**src/rtl/ip_tx_arbiter_pkg.sv**
```systemverilog
// Shared types and constants for the IP TX arbiter: FSM encoding, channel
// indices and the bit layout of the AXIS user sideband.
package ip_tx_arbiter_pkg;

  // Encoding doubles as the one-hot grant: bit 0 = ICMP, bit 1 = UDP.
  typedef enum logic [1:0] {
    ST_IDLE     = 2'b00,
    ST_GRANT_C0 = 2'b01,
    ST_GRANT_C1 = 2'b10
  } arb_state_t;

  localparam logic CH_ICMP = 1'b0;
  localparam logic CH_UDP  = 1'b1;

  localparam int USER_LEN_MSB  = 55;
  localparam int USER_LEN_LSB  = 40;
  localparam int USER_FLAG_MSB = 39;
  localparam int USER_FLAG_LSB = 37;
  localparam int USER_TYPE_MSB = 36;
  localparam int USER_TYPE_LSB = 29;
  localparam int USER_OFF_MSB  = 28;
  localparam int USER_OFF_LSB  = 16;
  localparam int USER_ID_MSB   = 15;
  localparam int USER_ID_LSB   = 0;

  function automatic logic [1:0] grant_of(input arb_state_t s);
    return s;
  endfunction

endpackage

```
**src/rtl/ip_tx_arbiter_axis_out_reg.sv**
```systemverilog
// Single registered AXIS stage. Holds its beat while the sink stalls and
// reports when a new beat may be loaded this cycle.
module ip_tx_arbiter_axis_out_reg #(
  parameter int P_DATA_W = 64,
  parameter int P_USER_W = 56
) (
  input  logic                  i_clk,
  input  logic                  i_rst,
  input  logic                  i_load,
  input  logic [P_DATA_W-1:0]   i_data,
  input  logic [P_USER_W-1:0]   i_user,
  input  logic [P_DATA_W/8-1:0] i_keep,
  input  logic                  i_last,
  input  logic                  i_ready,
  output logic                  o_space,
  output logic [P_DATA_W-1:0]   o_data,
  output logic [P_USER_W-1:0]   o_user,
  output logic [P_DATA_W/8-1:0] o_keep,
  output logic                  o_last,
  output logic                  o_valid
);

  logic [P_DATA_W-1:0]   r_data;
  logic [P_USER_W-1:0]   r_user;
  logic [P_DATA_W/8-1:0] r_keep;
  logic                  r_last;
  logic                  r_valid;

  // Empty, or the held beat leaves on this edge: full rate without a skid.
  assign o_space = !r_valid || i_ready;

  always_ff @(posedge i_clk) begin
    if (i_rst) begin
      r_data  <= '0;
      r_user  <= '0;
      r_keep  <= '0;
      r_last  <= 1'b0;
      r_valid <= 1'b0;
    end else if (i_load) begin
      r_data  <= i_data;
      r_user  <= i_user;
      r_keep  <= i_keep;
      r_last  <= i_last;
      r_valid <= 1'b1;
    end else if (i_ready) begin
      r_valid <= 1'b0;
    end
  end

  assign o_data  = r_data;
  assign o_user  = r_user;
  assign o_keep  = r_keep;
  assign o_last  = r_last;
  assign o_valid = r_valid;

endmodule

```
**src/rtl/ip_tx_arbiter.sv**
```systemverilog
// Packet-granular round-robin merge of the ICMP (c0) and UDP (c1) streams into
// the IP TX path, with per-channel completed-packet counters.
module ip_tx_arbiter
  import ip_tx_arbiter_pkg::*;
#(
  parameter int P_DATA_W = 64,
  parameter int P_USER_W = 56,
  parameter int P_CNT_W  = 16
) (
  input  logic                  i_clk,
  input  logic                  i_rst,
  input  logic [P_DATA_W-1:0]   s_axis_c0_data,
  input  logic [P_USER_W-1:0]   s_axis_c0_user,
  input  logic [P_DATA_W/8-1:0] s_axis_c0_keep,
  input  logic                  s_axis_c0_last,
  input  logic                  s_axis_c0_valid,
  output logic                  s_axis_c0_ready,
  input  logic [P_DATA_W-1:0]   s_axis_c1_data,
  input  logic [P_USER_W-1:0]   s_axis_c1_user,
  input  logic [P_DATA_W/8-1:0] s_axis_c1_keep,
  input  logic                  s_axis_c1_last,
  input  logic                  s_axis_c1_valid,
  output logic                  s_axis_c1_ready,
  output logic [P_DATA_W-1:0]   m_axis_ip_data,
  output logic [P_USER_W-1:0]   m_axis_ip_user,
  output logic [P_DATA_W/8-1:0] m_axis_ip_keep,
  output logic                  m_axis_ip_last,
  output logic                  m_axis_ip_valid,
  input  logic                  m_axis_ip_ready,
  output logic [1:0]            o_grant,
  output logic [P_CNT_W-1:0]    o_c0_pkt_cnt,
  output logic [P_CNT_W-1:0]    o_c1_pkt_cnt
);

  // Handshake: a beat moves on any edge where valid and ready are both high;
  // valid never waits on ready, ready is only offered to the granted channel.
  arb_state_t           r_state;
  logic                 r_ptr;
  logic [P_CNT_W-1:0]   r_c0_cnt;
  logic [P_CNT_W-1:0]   r_c1_cnt;

  logic                  w_space;
  logic                  w_sel_c1;
  logic                  w_c0_acc;
  logic                  w_c1_acc;
  logic                  w_load;
  logic [P_DATA_W-1:0]   w_data;
  logic [P_USER_W-1:0]   w_user;
  logic [P_DATA_W/8-1:0] w_keep;
  logic                  w_last;

  assign s_axis_c0_ready = (r_state == ST_GRANT_C0) && w_space;
  assign s_axis_c1_ready = (r_state == ST_GRANT_C1) && w_space;
  assign w_c0_acc        = s_axis_c0_valid && s_axis_c0_ready;
  assign w_c1_acc        = s_axis_c1_valid && s_axis_c1_ready;
  assign w_load          = w_c0_acc || w_c1_acc;

  assign w_sel_c1 = (r_state == ST_GRANT_C1);
  assign w_data   = w_sel_c1 ? s_axis_c1_data : s_axis_c0_data;
  assign w_user   = w_sel_c1 ? s_axis_c1_user : s_axis_c0_user;
  assign w_keep   = w_sel_c1 ? s_axis_c1_keep : s_axis_c0_keep;
  assign w_last   = w_sel_c1 ? s_axis_c1_last : s_axis_c0_last;

  ip_tx_arbiter_axis_out_reg #(
    .P_DATA_W (P_DATA_W),
    .P_USER_W (P_USER_W)
  ) u_out_reg (
    .i_clk   (i_clk),
    .i_rst   (i_rst),
    .i_load  (w_load),
    .i_data  (w_data),
    .i_user  (w_user),
    .i_keep  (w_keep),
    .i_last  (w_last),
    .i_ready (m_axis_ip_ready),
    .o_space (w_space),
    .o_data  (m_axis_ip_data),
    .o_user  (m_axis_ip_user),
    .o_keep  (m_axis_ip_keep),
    .o_last  (m_axis_ip_last),
    .o_valid (m_axis_ip_valid)
  );

  // r_ptr names the channel that wins a tie in IDLE.
  always_ff @(posedge i_clk) begin
    if (i_rst) begin
      r_state  <= ST_IDLE;
      r_ptr    <= CH_ICMP;
      r_c0_cnt <= '0;
      r_c1_cnt <= '0;
    end else begin
      case (r_state)
        ST_IDLE: begin
          if (s_axis_c0_valid && (!s_axis_c1_valid || r_ptr == CH_ICMP))
            r_state <= ST_GRANT_C0;
          else if (s_axis_c1_valid)
            r_state <= ST_GRANT_C1;
        end
        ST_GRANT_C0: begin
          if (w_c0_acc && s_axis_c0_last) begin
            r_state  <= ST_IDLE;
            r_ptr    <= CH_UDP;
            r_c0_cnt <= r_c0_cnt + 1'b1;
          end
        end
        ST_GRANT_C1: begin
          if (w_c1_acc && s_axis_c1_last) begin
            r_state  <= ST_IDLE;
            r_ptr    <= CH_ICMP;
            r_c1_cnt <= r_c1_cnt + 1'b1;
          end
        end
        default: r_state <= ST_IDLE;
      endcase
    end
  end

  assign o_grant      = grant_of(r_state);
  assign o_c0_pkt_cnt = r_c0_cnt;
  assign o_c1_pkt_cnt = r_c1_cnt;

endmodule

```
**config.mk**
```make
export PLATFORM = sky130hd
export DESIGN_NAME = ip_tx_arbiter
export DESIGN_NICKNAME = d
export VERILOG_FILES = /design/src/rtl/ip_tx_arbiter_pkg.sv /design/src/rtl/ip_tx_arbiter_axis_out_reg.sv /design/src/rtl/ip_tx_arbiter.sv
export SDC_FILE = /design/constraint.sdc
export NUM_CORES = 1
export LEC_CHECK = 0
export CAP_MARGIN = 20
export CORE_AREA = 2 2 167 169
export DETAILED_ROUTE_END_ITERATION = 6
export DIE_AREA = 0 0 169 171
export PLACE_DENSITY = 0.71
export SLEW_MARGIN = 20
export SYNTH_ARGS = -nofsm -noshare
export SYNTH_HDL_FRONTEND = slang
export SYNTH_HIERARCHICAL = 1
export SYNTH_SLANG_ARGS = --single-unit
```
**constraint.sdc**
```tcl
create_clock -name i_clk -period 2.1 [get_ports i_clk]
set_input_delay 0.63 -clock i_clk [delete_from_list [all_inputs] [get_ports i_clk]]
set_output_delay 0.63 -clock i_clk [all_outputs]
set_load 0.02 [all_outputs]
```
## After elaboration in Yosys (flattened, before gate mapping)

Index checks and enable logic that the tools add are counted.
Widths: inputs -> output; s select.

| operators by class | value |
|---|---|
| add/subtract/negate cells | 2 |
| equality and inequality tests | 5 |
| multiplexer cells | 14 |
| bitwise logic cells | 1 |
| reduce and logical (&&, ||, !) cells | 19 |

Operator list:

| cell | number |
|---|---|
| $mux 64 | 1 |
| $mux 56 | 1 |
| $add 16x1->16 const B | 2 |
| $mux 2 | 4 |
| $mux 8 | 1 |
| $logic_and 1x1->1 | 7 |
| $pmux 2 s3 | 1 |
| $reduce_and 3->1 | 2 |
| $mux 1 | 5 |
| $ne 2x1->1 const B | 2 |
| $reduce_and 2->1 | 2 |
| $reduce_bool 2->1 | 2 |
| $logic_or 1x1->1 | 3 |
| $ne 3x3->1 const B | 1 |
| $eq 2x1->1 const B | 1 |
| $eq 2x2->1 const B | 1 |
| $logic_not 1->1 | 2 |
| $logic_not 2->1 | 1 |
| $pmux 1 s2 | 1 |
| $not 1->1 | 1 |

| storage, ports and cells | value |
|---|---|
| bits in registers | 165 |
| output and inout port bits | 166 |
| word-level logic and storage cells | 50 |

## Depth between registers and ports, before layout

| depth | value |
|---|---|
| depth after elaboration | 7 |
| depth in mapped cells | 9 |

## Cells and area by module

The synthesis kept the hierarchy.

Modules (own cells, without submodules):

| module | instances | cells an instance | area each (um2) | sequential area each (um2) |
|---|---|---|---|---|
| ip_tx_arbiter_axis_out_reg | 1 | 420 | 4692.0 | 2602.5 |
| ip_tx_arbiter | 1 | 327 | 3104.2 | 700.7 |

## Least setup slack after synthesis

Ideal clock, no wire load.

| path | value |
|---|---|
| kind | input port to flip-flop |
| start point | input m_axis_ip_ready |
| end point | register u_out_reg.r_data[51], in the netlist u_out_reg/o_data[51] |
| arrival | 2.140 ns |
| required time | 1.972 ns |
| slack | -0.168 ns |
| stages | 9 |
| buffers on the path | 4 |
| path through | nand2b_1 > and4b_1 > clkbuf_1 > or2_2 > buf_4 > buf_12 > buf_8 > mux2i_1 > nor2_1 |

| on the way | value |
|---|---|
| cells in the longest elaborated chain, start to end | 4 |
| elaborated cells on any way between the ends | 6 |

Ends and longest elaborated chain:

| what | RTL line | source |
|---|---|---|
| start: declaration | ip_tx_arbiter.sv:29 | `input logic m_axis_ip_ready,` |
| $logic_or 1x1->1 * | ip_tx_arbiter_axis_out_reg.sv:30 | `assign o_space = !r_valid \|\| i_ready;` |
| $logic_and 1x1->1 (on tied branches) | ip_tx_arbiter.sv:52, ip_tx_arbiter.sv:53 |  |
| $logic_and 1x1->1 (on tied branches) | ip_tx_arbiter.sv:54, ip_tx_arbiter.sv:55 |  |
| $logic_or 1x1->1 * | ip_tx_arbiter.sv:56 | `assign w_load = w_c0_acc \|\| w_c1_acc;` |
| via w_load | ip_tx_arbiter.sv:46 | `logic w_load;` |
| end signal: assignment | ip_tx_arbiter_axis_out_reg.sv:40 | `r_data <= i_data;` |
| end: declaration | ip_tx_arbiter_axis_out_reg.sv:23 | `logic [P_DATA_W-1:0] r_data;` |

The timed path passes the listed nets; every way through them passes the cells marked *.
A chain may end at the register's enable or synchronous reset.

## Final worst setup path

| path | value |
|---|---|
| start point | register r_c0_cnt[3], in the netlist o_c0_pkt_cnt[3] |
| end point | output o_c0_pkt_cnt[3] |

RTL lines:

| what | RTL line | source |
|---|---|---|
| start: declaration | ip_tx_arbiter.sv:39 | `logic [P_CNT_W-1:0] r_c0_cnt;` |
| start signal: assignment | ip_tx_arbiter.sv:103 | `r_c0_cnt <= r_c0_cnt + 1'b1;` |
| end: declaration | ip_tx_arbiter.sv:31 | `output logic [P_CNT_W-1:0] o_c0_pkt_cnt,` |

No word-level cell between the ends.

==> metrics.cfg <==
[power_and_ir_drop]
p_comb_share_pct = 23.3
p_int_mw = 6.02
power_switching_mw = 2.33
power.leakage_nw = 5.12
swShare_pct = 27.9
p_per_area_nw_per_um2 = 641
clkPwrFrac_pct = 36.2
pwr-share-seq_pct = 40.5
ir_drop_v = 0.000539

[synthesis]
syn_area_per_cell_um2 = 10.4
synth.distinct_cells = 35
synth.top_cell.area_share_pct = 42.4
synth_area_leaders = dfxtp_1 42%, mux2_2 19%, mux2i_1 17%
synth_warnings = 6
synth_cells = 747
synth_ff_type = dfxtp_1
yosysSeqAreaShare_pct = 42.4
synth-edff-count = 0
yosys.area.top_type = dfxtp_1
synth_area_um2 = 7800
ys_ff_latch = 165
syn_nets = 1012
async_reset_ff_share_pct = 0

[clocking]
ctsHoldBuffers = 0
cts_tree = built
clock-sinks = 165
clockBufferDepth = 2
numCtsBuffers = 17
h-tree-depth = 4
root_buffer = clkbuf_16
clk_pin_slew_ps = 80
clock_latency_ps = 420
cts_setup_buffers = 0

[placement]
io_buffers = 428
hpwl_mm = 18.9
place_congestion = 0.763
place_inst = 1504

[critical_path]
cp_num_cells = 1
rr_worst_depth = 4
cp_max_fo = 3
required_ps = 1470
cp_cell_sequence = clkdlybuf4s50_1
end_kind = primary output
cp_top_family = buffers and inverters
crit_type = register to primary output
slowest_stage = clkdlybuf4s50_1
crit_arrival_ps = 1410
crit_buf_inv = 1
cpPeakStageDelay_ps = 620
start_kind = register

[sta]
maxSlewViolCount = 0
skew_ps = 13.4
max_clock_freq_ghz = 0.490
grt_setup_unrepaired = false
whs_ps = 483
tightestPinTransition_ps = 437
fin_tns_setup_ps = 0
hold_viol = 0
post-route-period-util_pct = 97.2
setup_viol = 0
relSlewSlack_pct = 70.8
min_period_ps = 2040

[routing]
wl_mm = 25.0
route.detailed.drc = 0
drt_first_pass_iters = 4
vias = 6992
postRouteAntennaNets = 0
vias_per_cell = 4.55
drt-wirelength-per-cell_um = 16.3
drtIter0Drc = 289

[grt]
grt_antenna_before_repair = 1
track_usage_pct = 16.4
grt_pass1_vias = 6825
overflow = 0
grt_max_degree = 67
grt_pass1_wl_mm = 37.2

[floorplanning]
ios = 429
row_count = 61
start_util_pct = 28.5
coreArea_um2 = 27300
die_y_um = 171
die_w_um = 169
die_area_um2 = 28900

[finish]
fillerInstances = 2577
drive_above_1_share_pct = 17.0
final_core_utilization_pct = 47.7
nNetsFinal = 1442
syn2layout_area_growth_pct = 67.1
instances_no_fill = 1537

[status]
run_status = finished clean

[hold_path]
holdCritPathClass = register to register
whs_path_depth = 2

[flow_run]
max-cap-violations = 0

==> sequential cells by signal, indices dropped and copies added (netlist names) <==
signal,count
o_c1_pkt_cnt,16
o_c0_pkt_cnt,16
r_ptr,1
u_out_reg/o_keep,8
u_out_reg/o_valid,1
u_out_reg/o_user,56
u_out_reg/o_last,1
o_grant,2
u_out_reg/o_data,64
==> power by group through the flow <==
stage               sequential (mW)  combinational (mW)  clock [mW]
finish                         3.38                1.94        3.03
global route                   3.40                2.07        3.28
CTS                            3.38                1.97        3.13
detailed placement             3.45                1.96           0
global placement               3.45                1.95           0
floorplan                      3.65               0.808           0
==> cells by family after synthesis <==
group / after synthesis / share of synthesized area [%]
buffers and inverters: 55 / 5.36
and+or+nand+nor: 216 / 12.4
muxes: 259 / 35.3
AOI/OAI and AO/OA: 33 / 2.34
adders and majority gates: 2 / 0.321
DFF: 165 / 42.4
xor gates and xnor gates: 17 / 1.91
==> timing repair <==
action                                  in CTS  in global routing
pin swaps                                    1                  0
endpoints found under the setup margin      93                 14
resized for setup                           31                 14
==> cell type report <==
| type | count | area, µm² | area share (%) |
|---|---|---|---|
| Inverter | 4 | 15.0 | 0.115 |
| Multi-Input combinational cell | 527 | 4100 | 31.5 |
| Tap cell | 346 | 433 | 3.32 |
| Timing Repair Buffer | 462 | 4620 | 35.4 |
| Clock buffer | 18 | 429 | 3.29 |
| Clock inverter | 14 | 133 | 1.02 |
| Sequential cell | 165 | 3300 | 25.4 |
| Antenna cell | 1 | 2.50 | 0.0192 |
==> Yosys cell counts, types with 2 or more instances <==
| master | n |
|---|---|
| clkbuf_1 | 22 |
| buf_4 | 4 |
| and3_1 | 5 |
| buf_12 | 10 |
| or4_1 | 5 |
| or3_1 | 8 |
| ha_1 | 2 |
| mux2i_1 | 130 |
| and4b_1 | 2 |
| nor2_1 | 147 |
| nand2_1 | 11 |
| nand4_1 | 8 |
| xnor2_1 | 3 |
| inv_1 | 4 |
| dfxtp_1 | 165 |
| nand2b_1 | 2 |
| o31ai_1 | 5 |
| buf_2 | 12 |
| xor2_1 | 14 |
| nor3b_1 | 3 |
| a21oi_1 | 18 |
| o21ai_0 | 8 |
| nand3_1 | 14 |
| and4_1 | 4 |
| nor3_1 | 3 |
| mux2_2 | 129 |
==> stage by stage <==
| step | total power [mW] | worst slack (ps) | cell area (µm²) |
|---|---|---|---|
| 2_1_floorplan | 4.46 | 12.8 | 7820 |
| 3_3_place_gp | 5.39 | -579 | 12500 |
| 3_5_place_dp | 5.41 | -578 | 12500 |
| 4_1_cts | 8.47 | 1.93 | 13000 |
| 5_1_grt | 8.75 | 0.428 | 13000 |
| 6_report | 8.35 | 58.5 | 13000 |
==> layer usage <==
layer  GRT usage [%]  share of wire (%)  vias up
met5               0                  0        -
met4            4.53                1.6        0
met3            5.97                7.6       23
met2            28.5                 49      254
met1            19.1                 42     3258
li1                -                  -     3457
==> layout by cell type, fill, tap and decap left out, types with 11 or more instances in the layout <==
cell type / Yosys / final
clkdlybuf4s50_1: 0 / 392
buf_4: 4 / 30
mux2_2: 129 / 129
nand3_1: 14 / 14
clkbuf_16: 0 / 17
mux2i_1: 130 / 130
nand2_1: 11 / 11
dlygate4sd2_1: 0 / 19
nor2_1: 147 / 147
a21oi_1: 18 / 18
dlymetal6s2s_1: 0 / 14
dfxtp_1: 165 / 165
xor2_1: 14 / 14
==> path summary, 6_finish.rpt <==
check                                                     end                           from  slack [ps]
worst min register to register  o_c0_pkt_cnt[15]$_SDFFE_PP0P_  o_c0_pkt_cnt[15]$_SDFFE_PP0P_         480
worst max-delay path                          o_c0_pkt_cnt[3]   o_c0_pkt_cnt[3]$_SDFFE_PP0P_          60
worst max register to register  o_c0_pkt_cnt[14]$_SDFFE_PP0P_   o_c0_pkt_cnt[4]$_SDFFE_PP0P_         200
worst min-delay path            o_c0_pkt_cnt[15]$_SDFFE_PP0P_  o_c0_pkt_cnt[15]$_SDFFE_PP0P_         480
Note: power is estimated with default switching activity, not from simulation.
